[config.mk]
export PLATFORM = sky130hd
export DESIGN_NAME = sync_updown_counter
export DESIGN_NICKNAME = d
export VERILOG_FILES = /design/src/rtl/cnt_pkg.sv /design/src/rtl/d_ff_ar.sv /design/src/rtl/sync_updown_counter.sv
export SDC_FILE = /design/constraint.sdc
export NUM_CORES = 1
export LEC_CHECK = 0
export CAP_MARGIN = 5
export CORE_MARGIN = 8
export CORE_UTILIZATION = 30
export DETAILED_ROUTE_END_ITERATION = 16
export GPL_ROUTABILITY_DRIVEN = 0
export SLEW_MARGIN = 20
export SYNTH_ARGS = -nofsm -noshare
export SYNTH_HDL_FRONTEND = slang
export SYNTH_SLANG_ARGS = --single-unit
[constraint.sdc]
create_clock -name clk -period 3.5 [get_ports clk]
set_input_delay 0.7 -clock clk [delete_from_list [all_inputs] [get_ports clk]]
set_output_delay 0.7 -clock clk [all_outputs]
set_load 0.05 [all_outputs]
[src/rtl/cnt_pkg.sv]
// Shared definitions for the modulo-N up/down counter: direction encoding and load clamp.
// Pure combinational helpers; no state and no backpressure.
package cnt_pkg;

  localparam logic DIR_UP = 1'b1;
  localparam logic DIR_DN = 1'b0;

  // Out-of-range load values saturate to the top of the count range.
  function automatic logic [15:0] clamp_load(input logic [15:0] val, input logic [16:0] modulus);
    logic [16:0] lim;
    lim = modulus - 17'd1;
    if ({1'b0, val} > lim) return lim[15:0];
    return val;
  endfunction

endpackage

[src/rtl/d_ff_ar.sv]
// Single-bit D flip-flop with asynchronous active-high reset and complementary output.
// Latency 1 cycle from d to q; no backpressure.
module d_ff_ar (
  output logic q,
  output logic qbar,
  input  logic clk,
  input  logic d,
  input  logic rst
);

  logic r_q;

  always_ff @(posedge clk or posedge rst) begin
    if (rst) r_q <= 1'b0;
    else     r_q <= d;
  end

  assign q    = r_q;
  assign qbar = ~r_q;

endmodule

[src/rtl/sync_updown_counter.sv]
// Synchronous modulo-N up/down counter with load, terminal count, wrap pulse and sticky overflow.
// Latency 1 cycle from en/load to count; no backpressure, tc is combinational for cascading.
module sync_updown_counter
  import cnt_pkg::*;
#(
  parameter int WIDTH   = 4,
  parameter int MODULUS = 16
) (
  input  logic             clk,
  input  logic             rst,
  input  logic             en,
  input  logic             up_dn,
  input  logic             load,
  input  logic [WIDTH-1:0] load_val,
  input  logic             clr_ovf,
  output logic [WIDTH-1:0] count,
  output logic             tc,
  output logic             wrap,
  output logic             ovf
);

  localparam logic [WIDTH-1:0] LP_MAX = WIDTH'(MODULUS - 1);

  logic [WIDTH-1:0] w_count;
  logic [WIDTH-1:0] w_count_n;
  logic [WIDTH-1:0] w_count_d;
  logic [WIDTH-1:0] w_inc;
  logic [WIDTH-1:0] w_dec;
  logic [WIDTH-1:0] w_load_clamped;
  logic             w_at_max;
  logic             w_at_zero;
  logic             w_wrap_d;
  logic             w_wrap_q;
  logic             w_wrap_n;
  logic             w_ovf_d;
  logic             w_ovf_q;
  logic             w_ovf_n;

  assign w_at_max  = (w_count == LP_MAX);
  assign w_at_zero = (w_count == '0);
  assign w_inc     = w_count + WIDTH'(1);
  // count-1 taken from the inverted rail: ~(~count + 1) == count - 1.
  assign w_dec     = ~(w_count_n + WIDTH'(1));

  assign w_load_clamped = WIDTH'(clamp_load(16'(load_val), 17'(MODULUS)));

  assign tc = en & (((up_dn == DIR_UP) & w_at_max) | ((up_dn == DIR_DN) & w_at_zero));

  always_comb begin
    w_count_d = w_count;
    w_wrap_d  = 1'b0;
    if (load) begin
      w_count_d = w_load_clamped;
    end else if (en) begin
      w_wrap_d = tc;
      if (up_dn == DIR_UP) w_count_d = w_at_max  ? '0     : w_inc;
      else                 w_count_d = w_at_zero ? LP_MAX : w_dec;
    end
  end

  // A wrap on this edge overrides a simultaneous clear.
  assign w_ovf_d = w_wrap_d | (~clr_ovf & ~w_ovf_n);

  for (genvar gi = 0; gi < WIDTH; gi++) begin : g_count
    d_ff_ar u_bit (
      .q    (w_count[gi]),
      .qbar (w_count_n[gi]),
      .clk  (clk),
      .d    (w_count_d[gi]),
      .rst  (rst)
    );
  end

  d_ff_ar u_wrap (
    .q    (w_wrap_q),
    .qbar (w_wrap_n),
    .clk  (clk),
    .d    (w_wrap_d),
    .rst  (rst)
  );

  d_ff_ar u_ovf (
    .q    (w_ovf_q),
    .qbar (w_ovf_n),
    .clk  (clk),
    .d    (w_ovf_d),
    .rst  (rst)
  );

  assign count = w_count;
  // Both rails of the wrap cell agree; combining them keeps the pulse clean.
  assign wrap  = w_wrap_q & ~w_wrap_n;
  assign ovf   = w_ovf_q;

endmodule

==> results of run 1 <==
## cell type report
class / instances / area [µm²]
fill: 165 / 851
tap: 16 / 20.0
sequential: 6 / 150
inverter: 6 / 22.5
clock buffer: 3 / 22.5
multi-input combinational: 34 / 235
timing repair buffer: 16 / 170
## worst max-delay path, cell delays in order
cell,delay (ns)
sky130_fd_sc_hd__clkdlybuf4s50_1,0.54
sky130_fd_sc_hd__or3b_4,0.44
sky130_fd_sc_hd__o21ai_0,0.16
sky130_fd_sc_hd__nand2_1,0.10
sky130_fd_sc_hd__inv_1,0.10
sky130_fd_sc_hd__buf_12,0.14
## sequential cells by signal (all words and copies together) (netlist names)
signal,count
u_wrap.q,1
u_ovf.q,1
g_count.u_bit.q,4
## final timing paths
kind	startpoint	end	slack [ns]
max	up_dn	tc	0.61
min	u_ovf.q$_DFF_PP0_	u_ovf.q$_DFF_PP0_	0.56
max in group asynchronous	rst	g_count[1].u_bit.q$_DFFE_PP0P_	2.63
min in group asynchronous	rst	g_count[2].u_bit.q$_DFFE_PP0P_	0.67
max reg2reg	g_count[0].u_bit.q$_DFFE_PP0P_	g_count[0].u_bit.q$_DFFE_PP0P_	1.79
min reg2reg	u_ovf.q$_DFF_PP0_	u_ovf.q$_DFF_PP0_	0.56
## cells by family after synthesis
family          count (synthesis)
flops                           6
fa+ha+maj                       2
mux                             1
buf+inv                        14
simple gates                   11
xor+xnor                        2
compound gates                 18
## through the flow
stage / power (mW) / setup slack (ns)
6_report: 0.248 / 0.614
2_1_floorplan: 0.165 / 1.04
4_1_cts: 0.251 / 0.618
3_5_place_dp: 0.186 / 0.623
5_1_grt: 0.266 / 0.428
3_3_place_gp: 0.185 / 0.641
## power groups by stage
stage | Sequential [mW] | Clock, mW | Combinational [mW]
after global routing | 0.0933 | 0.0699 | 0.103
after floorplan | 0.0863 | 0 | 0.0788
after detailed placement | 0.0918 | 0 | 0.0942
after CTS | 0.0907 | 0.0657 | 0.0944
final | 0.0912 | 0.0634 | 0.0938
after global placement | 0.0915 | 0 | 0.0940
## metal layers
metal	wire length [µm]	up-vias	share of wire [%]	track usage (%)
met5	0	-	0	0
met4	21	0	2.0	4.23
met3	59	2	5.6	2.74
met2	463	17	44	11.1
met1	502	188	48	10.4
li1	-	209	-	-
## cell usage after synthesis
library cell and n:
sky130_fd_sc_hd__a31o_2 1, sky130_fd_sc_hd__or3b_4 1, sky130_fd_sc_hd__buf_2 2, sky130_fd_sc_hd__o31ai_1 2
sky130_fd_sc_hd__xor2_1 1, sky130_fd_sc_hd__buf_6 1, sky130_fd_sc_hd__a21boi_0 1, sky130_fd_sc_hd__o21ba_2 1
sky130_fd_sc_hd__nand2_1 4, sky130_fd_sc_hd__nor2b_1 1, sky130_fd_sc_hd__dfrtp_1 6, sky130_fd_sc_hd__nand4_1 1
sky130_fd_sc_hd__a21oi_1 4, sky130_fd_sc_hd__o221ai_1 1, sky130_fd_sc_hd__buf_4 4, sky130_fd_sc_hd__inv_1 6
sky130_fd_sc_hd__o21ai_2 1, sky130_fd_sc_hd__nand3_1 1, sky130_fd_sc_hd__o21ai_0 4, sky130_fd_sc_hd__xnor2_1 1
sky130_fd_sc_hd__o22ai_1 1, sky130_fd_sc_hd__buf_1 1, sky130_fd_sc_hd__nor2_1 3, sky130_fd_sc_hd__a221oi_2 1
sky130_fd_sc_hd__a21o_1 1, sky130_fd_sc_hd__ha_1 2, sky130_fd_sc_hd__mux2i_1 1
==> impl.org, run 1 <==
** Status
- Outcome :: complete, no violations

** Power and ir drop
- Leakage power of the design :: 0.273 nW
- Switching power :: 0.0905 mW
- Power share of the combinational group :: ~38%
- The clock network accounts for 25.5% of the total power.
- The worst-case IR drop observed on VDD is 0.217 mV.
- For this design the ratio of total power to cell area is 400 nW/µm².
- Per report_power, the sequential group accounts for 36.7% of the total.
- Internal portion of total power :: 0.158 mW
- Switching part of the total :: 36.4%

** Die
- The floorplan has 14 rows.
- Die height :: 55.3 µm
- Once the floorplan was initialized, standard cells occupied 31.5% of the core.
- Die outline width :: 55.3 µm
- During I/O placement, the number of pins put on the boundary was 17.
- Overall die area :: slightly above 3000 µm²
- The total area inside the core boundary comes to 1470 µm².

** Route
- Number of DRC violations after detailed-routing iteration 0 :: 7
- Once detail routing completed, the nets flagged for antenna violations numbered 0.
- Summing over every cut layer, the via total after detailed routing is 416.
- Total Routed Length :: between 1000 and 1500 µm
- In the final routed layout, each cell accounts on average for 12.9 µm.
- Number of vias per cell :: 5.14
- Number of detailed-routing iterations run before antenna repair :: 4
- For this run, design rule violations remaining after detail routing come to 0.

** Logic synthesis
- Sequential cells were found to cover 32.4% of the synthesized design area.
- Post-synthesis sequential element count :: 6
- Synth Area in XOR/XNOR :: under 10%
- By area, the combinational part of the netlist is dominated by compound AO/OA/AOI/OAI gates.
- Syn Std Cell Area :: 463 µm²
- Top cell type by total area after synthesis :: sky130_fd_sc_hd__dfrtp_1
- In this run, distinct cell masters in the synthesized netlist total 27.
- Arithmetic-cell share of the synthesized area counting full adders, half adders and majority gates :: 5.41%
- Syn_nets :: 66
- Mapped Avg Cell Area :: 8.57 µm²
- Summing the areas of all and, or, nand and nor instances in the mapped netlist gives 11.9% of the synthesized area.
- Warning count from the yosys run :: 0
- Synthesis produced a netlist whose cell count is 54.
- Top post-synthesis cells by area :: sky130_fd_sc_hd__dfrtp_1 32%, sky130_fd_sc_hd__buf_4 6.5%, sky130_fd_sc_hd__ha_1 5.4%, sky130_fd_sc_hd__inv_1 4.9%, sky130_fd_sc_hd__a21oi_1 4.3%
- Top-area cell type share of the netlist area :: 32.4%
- Synthesized-area fraction occupied by ao, oa, aoi and oai cells :: 27.6%
- Multiplexer fraction of the synthesized cell area :: 2.16%

** Setup path
- Cell depth of the worst flop-to-flop path :: 6
- STA classifies the critical path endpoint as an output port.
- Kind of start point of the critical path :: primary input
- The worst setup path is of the in2out kind.
- STA puts the critical path data arrival time at 2.19 ns.
- Data on the critical path is required at its endpoint by 2.80 ns.
- Crit-path max FO :: 7

** STA
- The worst pin sits at a relative slew slack of between 60% and 70%.
- Fin crit share :: ~82%
- Largest clock skew in the final design :: 0.00445 ns
- Worst-case hold slack :: 0.561 ns
- The max-slew violation count came to 0.
- Setup Viol. Count Final :: 0
- The routed design could run at a clock period as short as 2.89 ns.
- Unrepaired setup endpoints after global routing :: no
- Transition time at the pin with the least slew margin :: 0.504 ns
- Adding up every negative setup slack in the final design gives 0 ns.
- Based on the critical path, the design can be clocked at up to 346 MHz.
- The count of final hold-check violations came to 0.

** Place
- Detailed placement finished with a half-perimeter wire length of 836 µm.
- Count of input and output buffers :: 16
- After detailed placement, the total cell area comes to 598 µm².
- DP Cell Count :: 78

** Final layout
- The repair_antennas step left the layout with diodes totalling 0.
- The top cell types in the final layout, fill and taps aside, are 15 x sky130_fd_sc_hd__clkdlybuf4s50_1, 6 x sky130_fd_sc_hd__inv_1, 6 x sky130_fd_sc_hd__dfrtp_1.
- After routing the design area is 621 µm².
- The library cell used most frequently in the layout, excluding fill and tap cells, is sky130_fd_sc_hd__clkdlybuf4s50_1.
- Cells with a size suffix above 1 make up 13.8% of the layout.
- Excluding fillers, the count of instances in the completed layout stands at 81.
- For this run, the share of the core covered by cells in the final layout is 42.2%.
- At the end of the flow, the number of nets in the layout was just under 80.
- From synthesis to final layout, the design area changed by 34.1%.

** Min path
- The worst hold path passes through 2 cells.
- The worst hold path belongs to the class reg2reg.

** CTS
- At the later pin of the worst-skew pair, clock insertion delay measures 0.24 ns.
- CTS placed an instance of sky130_fd_sc_hd__clkbuf_4 at the clock tree root.
- Post-CTS timing repair inserted 0 buffers for setup.
- Clock tree synthesis found a total of 6 sinks.
- TritonCTS built the clock tree.
- Clk slew on worst S/H paths :: roughly 0.04 ns
- Buffers inserted during clock tree synthesis total 3.
- Cells resized by post-CTS repair :: 0
- CTS built an H-tree with a depth of 1.
- Worst-case clock buffer depth :: 2
- Hold Buf Count CTS :: 0

** GRT
- The initial antenna violation count was 0.
- The first global-routing pass estimated 2040 µm of wire.
- Via count of the first global-routing pass :: about 430
- Remaining global-route overflow :: 0
- Entering global routing, the biggest net connects 11 pins.
- Global routing used 7.96% of the available tracks across all layers.

** Run
- Across the run, the number of max-cap violations was 0.
Note: power is estimated with default switching activity, not from simulation.
==> run 2: changes to the inputs <==
Clock period 3.5 ns to 3 ns, I/O delays scaled along.
==> run 2 against run 1 <==
Wire length decreased by 6.4%. Clock-buffer cell count unchanged. Hold slack lost 0.024 ns. Largest power group unchanged. Sequential power up 16%. Global-route usage shrank 0.22 points. Critical path type unchanged. Critical endpoint unchanged. Flip-flop and latch count is the same. Critical path depth unchanged. Utilization is 0.51 points higher. Register-to-register slack got worse by 0.48 ns.
==> impl.org, run 2 (same netlist as run 1, synthesis figures left out) <==
** Route
- Number of vias per cell :: 5.09
- Number of detailed-routing iterations run before antenna repair :: 4
- In the final routed layout, each cell accounts on average for 11.9 µm.
- Total Routed Length :: 979 µm
- The routed layout has 417 vias.
- After the first detailed-routing iteration, the DRC count stood at 5.
- In the routed design, unresolved DRC markers number 0.
- Post-route antenna net violation count :: 0

** Setup path
- The signal on the critical path passes through clkdlybuf4s50_1 -> or3b_4 -> o21ai_0 -> nand2_1 -> inv_1 -> buf_12.
- The setup check on the worst reg-to-reg path leaves a slack of 1.31 ns.
- Worst r2r dst :: g_count[0].u_bit.q$_DFFE_PP0P_
- Crit-path max cell delay :: 0.42 ns
- Kind of start point of the critical path :: primary input
- Crit-path max FO :: 3
- For the worst setup path, the data required time is 2.40 ns.
- Data arrival at the endpoint of the critical path :: approximately 1.9 ns
- The setup path with the least slack is of type in2out.
- Slowest-stage cell, CP :: sky130_fd_sc_hd__clkdlybuf4s50_1
- Worst Setup End Kind :: output port
- The worst register-to-register path begins at g_count[0].u_bit.q$_DFFE_PP0P_.
- For the worst flop-to-flop path, the logic depth is 6.

** Power and ir drop
- Post-layout total power :: roughly 0.29 mW
- The clock network is responsible for about a quarter of the overall power.
- Per report_power, the combinational group accounts for between 30% and 40% of the total.
- For this design the ratio of total power to cell area is 462 nW/µm².
- Of the total power, registers draw between 30% and 40%.
- Leakage power of the design :: 0.278 nW
- Switching part of the total :: 36.3%
- Switching power :: between 0.1 and 0.15 mW
- Worst IR drop on VDD :: 0.228 mV
- Internal portion of total power :: 0.185 mW

** STA
- On the final layout, the worst clock skew is 0.00140 ns.
- Setup Viol. Count Final :: 0
- Unrepaired setup endpoints after global routing :: no
- The clock period could shrink to approximately 2.5 ns.
- The count of final hold-check violations came to 0.
- The max-slew violation count is 0.
- Transition time at the pin with the least slew margin :: just under 0.5 ns
- Fin crit share :: between 80% and 90%
- Timing would allow up to 400 MHz.
- Slew margin rel. :: around two thirds
- Adding up every negative setup slack in the final design gives 0 ns.

** CTS
- TritonCTS created 3 clock buffers.
- Worst-case clock buffer depth :: 2
- Number of clock sinks seen by CTS :: 6
- Number of setup buffers added after CTS :: 0
- The number of hold buffers added after CTS was 0.
- CTS built an H-tree with a depth of 1.
- CTS tree :: yes
- At the later pin of the worst-skew pair, clock insertion delay measures 0.25 ns.
- After clock tree synthesis, the clock-pin slew on the worst setup and hold paths is 0.04 ns.
- The number of gates resized after CTS was 0.
- Buffer type at the clock tree root :: sky130_fd_sc_hd__clkbuf_4

** Die
- The initial utilization of the core area, before any placement, comes to about a third.
- Die outline width :: between 50 and 60 µm
- Ports :: 17
- Core region area :: 1470 µm²
- From bottom edge to top edge, the die measures around 55 µm.
- Rows :: 14
- Overall die area :: about 3100 µm²

** Status
- Outcome :: complete, no violations

** Final layout
- Number of flip-flops under the largest register name :: 4
- Leaving out fill and tap cells, the most frequent cell in the layout is sky130_fd_sc_hd__clkdlybuf4s50_1.
- In the layout the commonest cells are 15 x sky130_fd_sc_hd__clkdlybuf4s50_1, 6 x sky130_fd_sc_hd__inv_1, 6 x sky130_fd_sc_hd__dfrtp_1.
- Layout cells sized above 1 :: 15.2%
- Area added between synthesis and finish :: 35.7%
- For this run, the post-layout net count is 80.
- 0 antenna diodes ended up in the layout.

** Place
- The count of buffers added on input and output ports is 16.
- After legalization and detailed placement, the total HPWL measured 828 µm.

** GRT
- Entering global routing, the biggest net connects 11 pins.
- Total track usage :: 7.75%
- The first global-routing pass estimated around 1900 µm of wire.
- The number of global-route vias before repair is 406.
- Antenna violations before repair :: 0
- Remaining global-route overflow :: 0

** Min path
- Hold Path Sink :: u_ovf.q$_DFF_PP0_
- Number of instances on the worst hold path :: 2
- The worst hold path begins at u_ovf.q$_DFF_PP0_.
- In this run the worst hold path is classified as reg2reg.

** Run
- Max_cap viols :: 0
==> run 2: changes by cell type in the layout (fill, tap and decap cells not counted), sizes merged <==
| cell | change |
|---|---|
| buf | +1 |
==> run 2: layout make-up <==
class                      instances  area, µm²
clock buffer                       3       22.5
sequential                         6        150
tap                               16       20.0
multi-input combinational         34        235
fill                             159        843
inverter                           6       22.5
timing repair buffer              17        178
==> run 2: per-stage QoR <==
stage	setup WS, ns	cells	hold WS (ns)	util, %	instance area [µm²]
finish	0.503	82	0.537	42.7	628
floorplan	0.735	54	0.391	-	463
global route	0.337	82	0.593	42.7	628
detailed placement	0.497	79	0.534	41.2	606
CTS	0.491	82	0.541	42.7	628
global placement	0.489	79	0.532	41.2	606
==> run 2: how the worst max path moves through the flow <==
stage | to | from | depth (start not counted) | slack (ns)
after CTS | tc | g_count[0].u_bit.q$_DFFE_PP0P_ | 7 | 0.49
final | tc | up_dn | 6 | 0.50
after detailed placement | tc | up_dn | 6 | 0.50
after global routing | tc | g_count[0].u_bit.q$_DFFE_PP0P_ | 7 | 0.34
after global placement | tc | up_dn | 6 | 0.49
after floorplan | tc | up_dn | 5 | 0.74
==> run 2: critical path, delay by kind of cell <==
family	cells	cell delay, ns
AND/OR/NAND/NOR	2	0.48
buffers and inverters	3	0.66
AO/OA/AOI/OAI	1	0.14
==> run 2: power by group through the flow <==
stage	sequential (mW)	clock, mW	combinational, mW
after floorplan	0.101	0	0.0919
after global placement	0.107	0	0.110
after detailed placement	0.107	0	0.111
after CTS	0.106	0.0823	0.111
after global routing	0.109	0.0860	0.119
final	0.106	0.0753	0.110
==> run 2: routing by layer <==
| layer | routed length (µm) | vias to the layer above | GRT usage (%) |
|---|---|---|---|
| li1 | - | 206 | - |
| met1 | 452 | 188 | 9.91 |
| met2 | 401 | 18 | 9.13 |
| met3 | 92 | 5 | 4.57 |
| met4 | 31 | 0 | 5.28 |
| met5 | 0 | - | 0 |
